--- src/rtl/pipe_stage_reg_pkg.sv ---
// Shared slot-state encoding and sizing helpers for the pipeline stage register.
package pipe_pkg;

  // Per-slot occupancy state. BUSY holds one entry in main; FULL adds one in skid.
  typedef enum logic [1:0] {
    ST_EMPTY = 2'd0,
    ST_BUSY  = 2'd1,
    ST_FULL  = 2'd2
  } slot_state_t;

  // Width needed to count every live entry of a chain (up to two per slot).
  function automatic int occ_w(input int stages);
    return $clog2(2 * stages + 1);
  endfunction

  // Number of live entries represented by a slot state.
  function automatic logic [1:0] slot_occ(input slot_state_t st);
    case (st)
      ST_BUSY: return 2'd1;
      ST_FULL: return 2'd2;
      default: return 2'd0;
    endcase
  endfunction

endpackage

--- src/rtl/pipe_stage_reg_if.sv ---
// Valid/ready/data handshake bundle between pipeline stages.
interface pipe_stage_reg_if #(
  parameter int DATA_W = 32
) ();

  logic              valid;
  logic              ready;
  logic [DATA_W-1:0] data;

  // Producer side drives valid/data and observes ready.
  modport master (output valid, output data, input ready);
  // Consumer side observes valid/data and drives ready.
  modport slave  (input valid, input data, output ready);

endinterface

--- src/rtl/pipe_stage_reg_slot.sv ---
// One pipeline slot: single-entry register or 2-entry skid buffer.
//
// state    | meaning
// ---------+---------------------------------------------
// ST_EMPTY | nothing held, out_valid low
// ST_BUSY  | one entry in main, presented on out_data
// ST_FULL  | main presented, next entry parked in skid
//            (only reachable with SKID=1)
module pipe_stage_slot
  import pipe_pkg::*;
#(
  parameter int DATA_W         = 32,
  parameter int SKID           = 0,
  parameter int CLEAR_ON_FLUSH = 1
) (
  input  logic              clk,
  input  logic              rst_n,
  input  logic              flush,
  input  logic              in_valid,
  output logic              in_ready,
  input  logic [DATA_W-1:0] in_data,
  output logic              out_valid,
  input  logic              out_ready,
  output logic [DATA_W-1:0] out_data,
  output logic [1:0]        occ
);

  slot_state_t       state;
  logic [DATA_W-1:0] main_q;
  logic [DATA_W-1:0] skid_q;
  logic              in_fire;
  logic              out_fire;

  // Skid slots decode ready from state only, breaking the stall path; plain slots pass it through.
  always_comb begin
    if (SKID != 0) begin
      in_ready = (state != ST_FULL);
    end else begin
      in_ready = (state == ST_EMPTY) || out_ready;
    end
  end

  assign out_valid = (state != ST_EMPTY);
  assign out_data  = main_q;
  assign occ       = slot_occ(state);
  assign in_fire   = in_valid & in_ready;
  assign out_fire  = out_valid & out_ready;

  // Slot FSM: reset beats flush, flush beats any transfer in the same cycle.
  always_ff @(posedge clk) begin
    if (!rst_n) begin
      state  <= ST_EMPTY;
      main_q <= '0;
      skid_q <= '0;
    end else if (flush) begin
      state <= ST_EMPTY;
      if (CLEAR_ON_FLUSH != 0) begin
        main_q <= '0;
        skid_q <= '0;
      end
    end else begin
      case (state)
        ST_EMPTY: begin
          if (in_fire) begin
            state  <= ST_BUSY;
            main_q <= in_data;
          end
        end
        ST_BUSY: begin
          if (in_fire && out_fire) begin
            main_q <= in_data;
          end else if (in_fire) begin
            // Only possible with SKID=1; plain slots never accept while stalled.
            state  <= ST_FULL;
            skid_q <= in_data;
          end else if (out_fire) begin
            state <= ST_EMPTY;
          end
        end
        ST_FULL: begin
          if (out_fire) begin
            state  <= ST_BUSY;
            main_q <= skid_q;
          end
        end
        default: begin
          state <= ST_EMPTY;
        end
      endcase
    end
  end

endmodule

--- src/rtl/pipe_stage_reg.sv ---
// Parametrised inter-stage pipeline register: STAGES slots chained valid/ready.
module pipe_stage_reg
  import pipe_pkg::*;
#(
  parameter int DATA_W         = 32,
  parameter int STAGES         = 1,
  parameter int SKID           = 0,
  parameter int CLEAR_ON_FLUSH = 1
) (
  input  logic                       clk,
  input  logic                       rst_n,
  input  logic                       flush,
  pipe_stage_reg_if.slave            up,
  pipe_stage_reg_if.master           dn,
  output logic [occ_w(STAGES)-1:0]   count
);

  localparam int CW = occ_w(STAGES);

  // Element g is the link feeding slot g; element STAGES is the downstream port.
  logic              link_valid [STAGES+1];
  logic              link_ready [STAGES+1];
  logic [DATA_W-1:0] link_data  [STAGES+1];
  logic [1:0]        slot_occ_w [STAGES];
  logic [CW-1:0]     count_sum;

  assign link_valid[0]      = up.valid;
  assign link_data[0]       = up.data;
  assign up.ready           = link_ready[0];
  assign dn.valid           = link_valid[STAGES];
  assign dn.data            = link_data[STAGES];
  assign link_ready[STAGES] = dn.ready;

  for (genvar g = 0; g < STAGES; g++) begin : g_slot
    pipe_stage_slot #(
      .DATA_W        (DATA_W),
      .SKID          (SKID),
      .CLEAR_ON_FLUSH(CLEAR_ON_FLUSH)
    ) u_slot (
      .clk      (clk),
      .rst_n    (rst_n),
      .flush    (flush),
      .in_valid (link_valid[g]),
      .in_ready (link_ready[g]),
      .in_data  (link_data[g]),
      .out_valid(link_valid[g+1]),
      .out_ready(link_ready[g+1]),
      .out_data (link_data[g+1]),
      .occ      (slot_occ_w[g])
    );
  end

  // Total occupancy is a pure sum of registered slot states.
  always_comb begin
    count_sum = '0;
    for (int i = 0; i < STAGES; i++) begin
      count_sum = count_sum + CW'(slot_occ_w[i]);
    end
  end

  assign count = count_sum;

endmodule

--- src/flat_wrapper.sv ---
// flat-port wrapper written by rule: the top's interface ports become plain ports
module pipe_stage_reg_flat import pipe_pkg::*;
#(
  parameter int DATA_W         = 32,
  parameter int STAGES         = 1,
  parameter int SKID           = 0,
  parameter int CLEAR_ON_FLUSH = 1
)
  (clk, rst_n, flush, count, up_valid, up_data, up_ready, dn_valid, dn_data, dn_ready);
  pipe_stage_reg_if #(.DATA_W(DATA_W)) up_i ();
  pipe_stage_reg_if #(.DATA_W(DATA_W)) dn_i ();
  input  logic clk;
  input  logic rst_n;
  input  logic flush;
  output logic [occ_w(STAGES)-1:0] count;
  input wire logic [$bits(up_i.valid)-1:0] up_valid;
  input wire logic [$bits(up_i.data)-1:0] up_data;
  output wire logic [$bits(up_i.ready)-1:0] up_ready;
  output wire logic [$bits(dn_i.valid)-1:0] dn_valid;
  output wire logic [$bits(dn_i.data)-1:0] dn_data;
  input wire logic [$bits(dn_i.ready)-1:0] dn_ready;
  assign up_i.valid = up_valid;
  assign up_i.data = up_data;
  assign up_ready = up_i.ready;
  assign dn_valid = dn_i.valid;
  assign dn_data = dn_i.data;
  assign dn_i.ready = dn_ready;
  pipe_stage_reg #(.DATA_W(DATA_W), .STAGES(STAGES), .SKID(SKID), .CLEAR_ON_FLUSH(CLEAR_ON_FLUSH)) u_core (.clk(clk), .rst_n(rst_n), .flush(flush), .up(up_i), .dn(dn_i), .count(count));
endmodule
--- config.mk ---
export PLATFORM = sky130hd
export DESIGN_NAME = pipe_stage_reg_flat
export DESIGN_NICKNAME = d
export VERILOG_FILES = /design/src/rtl/pipe_stage_reg_pkg.sv /design/src/rtl/pipe_stage_reg_if.sv /design/src/rtl/pipe_stage_reg_slot.sv /design/src/rtl/pipe_stage_reg.sv /design/src/flat_wrapper.sv
export SDC_FILE = /design/constraint.sdc
export NUM_CORES = 1
export LEC_CHECK = 0
export BUFFER_PORTS_ARGS = -buffer_cell sky130_fd_sc_hd__buf_2
export CAP_MARGIN = 40
export CORE_AREA = 3 3 105 107
export CTS_CLUSTER_SIZE = 24
export DETAILED_ROUTE_END_ITERATION = 10
export DIE_AREA = 0 0 108 110
export HOLD_SLACK_MARGIN = 0.06
export PLACE_DENSITY_LB_ADDON = 0.1
export SYNTH_ARGS = -nofsm -noshare
export SYNTH_HDL_FRONTEND = slang
export SYNTH_HIERARCHICAL = 1
export SYNTH_SLANG_ARGS = --single-unit
--- constraint.sdc ---
create_clock -name clk -period 2.3 [get_ports clk]
set_input_delay 0.115 -clock clk [delete_from_list [all_inputs] [get_ports clk]]
set_output_delay 0.115 -clock clk [all_outputs]
set_load 0.05 [all_outputs]
* After elaboration in Yosys (flattened, before gate mapping)
Cells that the tools add are included.
Storage, ports and cells: flip-flop bits (word level) 66, input port bits 37, output and inout port bits 36, word-level logic and storage cells 34
Cells by class: equality and inequality tests 7, muxes and demuxes 11, bitwise logic cells 4, reduce and logical (&&, ||, !) cells 9
Operators with widths (number):
- $mux 32 | 3
- $pmux 32 s3 | 1
- $mux 2 | 5
- $ne 2x2->1 const B | 4
- $reduce_and 4->1 | 2
- $pmux 2 s3 | 1
- $pmux 2 s2 | 1
- $ne 3x3->1 const B | 1
- $reduce_and 3->1 | 1
- $reduce_bool 3->1 | 1
- $and 1x1->1 | 2
- $eq 2x1->1 const B | 1
- $eq 2x2->1 const B | 1
- $logic_not 2->1 | 1
- $not 1->1 | 2
- $reduce_bool 2->1 | 1
- $reduce_or 2->1 | 1
- $logic_and 1x1->1 | 1
- $logic_or 1x1->1 | 1

* Longest topological paths before layout
word-level depth 6, mapped depth 6, gate-level depth less buffers 4

* Worst setup path after synthesis
Ideal clock, no wire load.
path kind reg-to-reg, start register u_core.g_slot[0].u_slot.state[0], end register u_core.g_slot[0].u_slot.main_q[0], library setup time 91 ps, arrival time 1286 ps, data required time 2209 ps, path slack 923 ps, stages on the path, launching flop included 7, path buffers 2, period minus slack after synthesis 1377 ps, path through dfxtp_1 > nand2b_1 > buf_2 > inv_2 > buf_2 > nand2_1 > a311oi_1
Between the ends: word-level cells in the longest chain between the ends 6, elaborated cells on any way between the ends 14, those cells by class 5 x eq/ne; 1 x mux; 2 x bitwise; 6 x reduce/logical
RTL lines:
- from (decl) | line pipe_stage_reg_slot.sv:28 | slot_state_t state;
- from (signal assigned) | line pipe_stage_reg_slot.sv:52 | state <= ST_EMPTY;
- from (signal assigned) | line pipe_stage_reg_slot.sv:56 | state <= ST_EMPTY;
- from (signal assigned) | line pipe_stage_reg_slot.sv:65 | state <= ST_BUSY;
- $logic_not 2->1 | line pipe_stage_reg_slot.sv:39, pipe_stage_reg_slot.sv:62
- $logic_or 1x1->1 | line pipe_stage_reg_slot.sv:39 | in_ready = (state == ST_EMPTY) || out_ready;
- $and 1x1->1 | line pipe_stage_reg_slot.sv:46 | assign in_fire = in_valid & in_ready;
- $logic_and 1x1->1 | line pipe_stage_reg_slot.sv:70 | if (in_fire && out_fire) begin
- $ne 2x2->1 (no line)
- $reduce_and 4->1 (no line)
- to (signal assigned) | line pipe_stage_reg_slot.sv:66 | main_q <= in_data;
- to (signal assigned) | line pipe_stage_reg_slot.sv:71 | main_q <= in_data;
- to (signal assigned) | line pipe_stage_reg_slot.sv:83 | main_q <= skid_q;
- to (decl) | line pipe_stage_reg_slot.sv:29 | logic [DATA_W-1:0] main_q;
Parallel ways exist; a longest one is shown, timed or not. A chain may end at the register's enable or synchronous reset.

* Final worst setup path
start register u_core.g_slot[0].u_slot.state[1], end output count[1]
Between the ends: word-level cells in the longest chain between the ends 2, elaborated cells on any way between the ends 3, those cells by class 2 x eq/ne; 1 x mux
RTL lines:
- $eq 2x2->1 or $eq 2x1->1 (tied branches) | line pipe_stage_reg_pkg.sv:18 | case (st)
- $pmux 2 s2 (*) | line pipe_stage_reg_pkg.sv:18
- to (decl) | line flat_wrapper.sv:15 | output logic [occ_w(STAGES)-1:0] count;
Every way passes the cells marked *; elsewhere a longest branch is shown, timed or not.

==> flow_summary.toml <==
[setup_path]
critPathArrivalTime_ns = 1.79
cp-start-kind = "register"
cp_max_fo = 33
cp.required_ns = 2.18
worstSetupEndpointType = "primary output"
rrSetupSlack_ns = 0.56
timing_worst_setup_path_type = "register to primary output"

[yosys]
synth_warnings = 6
synth_top_family_by_area = "compound AO/OA/AOI/OAI gates"
syn-num-nets = 307
synth_area_um2 = 2540
yosys_most_used_dff = "sky130_fd_sc_hd__dfxtp_1"
postSynth.asyncResetShare_pct = 0
synth_seq_cells = 66
synthXorXnorAreaFrac_pct = 0
postSynthAreaPerCell_um2 = 9.42
muxShareOfSynthArea_pct = 0
postSynthCellCount = 270
synth_top_area_cell = "sky130_fd_sc_hd__dfxtp_1"
synth-edff-count = 0
synthDistinctLibCells = 18
synth_top_area_share_pct = 52.0
yosys.area_share.simple_pct = 19.8
yosys.area_share.adder_pct = 0
synth.most_common_cell = "sky130_fd_sc_hd__dfxtp_1"
seq_area_frac_synth_pct = 52.0
synth.top_cells.by_count = "sky130_fd_sc_hd__dfxtp_1, sky130_fd_sc_hd__nand2_1, sky130_fd_sc_hd__a211oi_1, sky130_fd_sc_hd__a311oi_1, sky130_fd_sc_hd__and2_1"
synth-compound-area-share_pct = 21.6
top_cells_by_area_synth = "sky130_fd_sc_hd__dfxtp_1, sky130_fd_sc_hd__a311oi_1, sky130_fd_sc_hd__a211oi_1, sky130_fd_sc_hd__nand2_1, sky130_fd_sc_hd__and2_1"

[cells_and_area]
layout-area-overhead-vs-synth_pct = 38.3
layout.nets = 399
finished_cell_area_um2 = 3520
antenna-diode-count = 0
post_route_cells_drive_above_1_share_pct = 28.1

[cts]
cts.sink_count = 66
cts_buffers = 9
root_buffer = "sky130_fd_sc_hd__clkbuf_8"
clk_path_buf_depth = 2
post-cts-setup-buffers = 0
clock_tree_from_tritoncts = "done"
htree_num_levels = 3
cts.reportedPaths.clkPinSlew_ns = 0.07
clk-insertion-delay-late_ns = 0.34

[global_route]
grt_max_degree = 34
grt_first_pass_wirelength_mm = 12.0
vias_in_the_first_global_route = 2375
antenna_found_initial = 0
grt.total_usage_pct = 12.9
overflow = 0

[drt]
routedWlPerCell_um = 14.6
avgViaCountPerCell = 4.39
detail_route.first_pass.iterations = 4
dr.first_iter.drc_count = 55
drt.antenna.violating_nets = 0
drc = 0
routed_wirelength_mm = 7.34
routed-via-count = 2209

[sta]
clock-skew-final_ns = 0.00754
fin_crit_ns = 1.90
finalMaxSlewViolations = 0
finalHoldViolations = 0
max-slew-margin-rel_pct = 57.2
worst_slew_pin_slew_ns = 0.641
report.final.setup_viol = 0
min_period_over_period_pct = 82.7
grt_setup_unrepaired = "no"
timing.fmax_ghz = 0.526
hold-worst-slack_ns = 0.0771
tns_ns = 0

[placed_design]
gp_congestion = 0.673
portBuffers = 72
post_dp_cell_area_um2 = 2990
detailed_place_hpwl_mm = 4.47

[floorplanning]
fp-row-count = 37
io_pins = 73
fp.dieW_um = 108
start_util_pct = 24.9
die-height_um = 110
design.die.area_um2 = 11900
core_um2 = 10200

[hold_path]
worstHoldPathType = "input pin to register"

[status]
outcome = "finished, final reports clean"

[pwr]
power.density_cell_area_nw_per_um2 = 755
static-leakage-power_nw = 1.51
worst_ir_drop_vdd_uv = 281

[run]
drv_cap = 0
[registers in the layout, indices dropped and copies added, names as in the netlist]
name / flops
u_core/g_slot.u_slot/out_data: 32
u_core/g_slot.u_slot/skid_q: 32
u_core/g_slot.u_slot/state: 2
[critical path, stage by stage, from the launching register on]
cell	delay (ns)
sky130_fd_sc_hd__dfxtp_1	0.48
sky130_fd_sc_hd__nand2b_2	0.10
sky130_fd_sc_hd__inv_2	0.48
sky130_fd_sc_hd__buf_2	0.38
[per-layer routing]
layer | global-route usage, % | up-vias | wire, um | share of wire (%)
met5 | 0 | - | 0 | 0
met4 | 3.25 | 0 | 58 | 0.79
met3 | 4.48 | 5 | 408 | 5.6
met2 | 20.2 | 54 | 3250 | 44
met1 | 17.2 | 1012 | 3620 | 49
li1 | - | 1138 | - | -
[stage by stage]
stage,setup WS (ns),std cells,power (W),utilization (%)
after floorplan,0.923,270,0.00140,-
after global placement,0.635,458,0.00149,29.3
after detailed placement,0.554,458,0.00149,29.3
after CTS,0.369,503,0.00269,34.4
after global routing,0.234,503,0.00277,34.4
final,0.399,503,0.00265,34.4
[cell usage in the layout, fill, tap and decap left out, drive strengths merged, types with 2 or more instances in the layout]
master and instances:
nor2b 3, buf 81, clkbuf 10, inv 2, nand2b 4, dlygate4sd3 29
bufinv 3, a311oi 32, a211oi 32, clkinv 3, nand2 64, and2 32
dfxtp 66
[report_power, final]
| part | internal, W | leakage, nW | switching (W) |
|---|---|---|---|
| clock | 0.000715 | 0.120 | 0.000440 |
| combinational | 0.000120 | 0.856 | 0.000196 |
| sequential | 0.00117 | 0.536 | 0.0000150 |
[repair_timing]
item	CTS	global route
hold endpoints to repair	29	0
gates resized for setup	0	0
hold buffers	29	0
[cells by family (layout without fill, tap and decap cells)]
| family | after synthesis | count (layout) |
|---|---|---|
| buf+inv | 31 | 128 |
| flops | 66 | 66 |
| compound gates | 67 | 67 |
| simple gates | 106 | 106 |
[final timing paths]
path / startpoint / to / cells after the start
worst max-delay path: u_core/g_slot[0].u_slot/state[1]$_SDFFE_PP0P_ / count[1] / 3
worst min-delay path: up_data[22] / u_core/g_slot[0].u_slot/out_data[22]$_SDFFE_PP0P_ / 3
worst max register to register: u_core/g_slot[0].u_slot/state[1]$_SDFFE_PP0P_ / u_core/g_slot[0].u_slot/out_data[1]$_SDFFE_PP0P_ / 3
worst min register to register: u_core/g_slot[0].u_slot/skid_q[6]$_SDFFE_PP0P_ / u_core/g_slot[0].u_slot/skid_q[6]$_SDFFE_PP0P_ / 1
[final cells by class]
| class | count | area, um2 |
|---|---|---|
| fill | 1059 | 6710 |
| sequential | 66 | 1320 |
| multi-input combinational | 173 | 1070 |
| timing repair buffer | 110 | 718 |
| tap | 136 | 170 |
| clock buffer | 10 | 128 |
| clock inverter | 6 | 105 |
| inverter | 2 | 7.51 |
(Power assumes the default switching activity.)
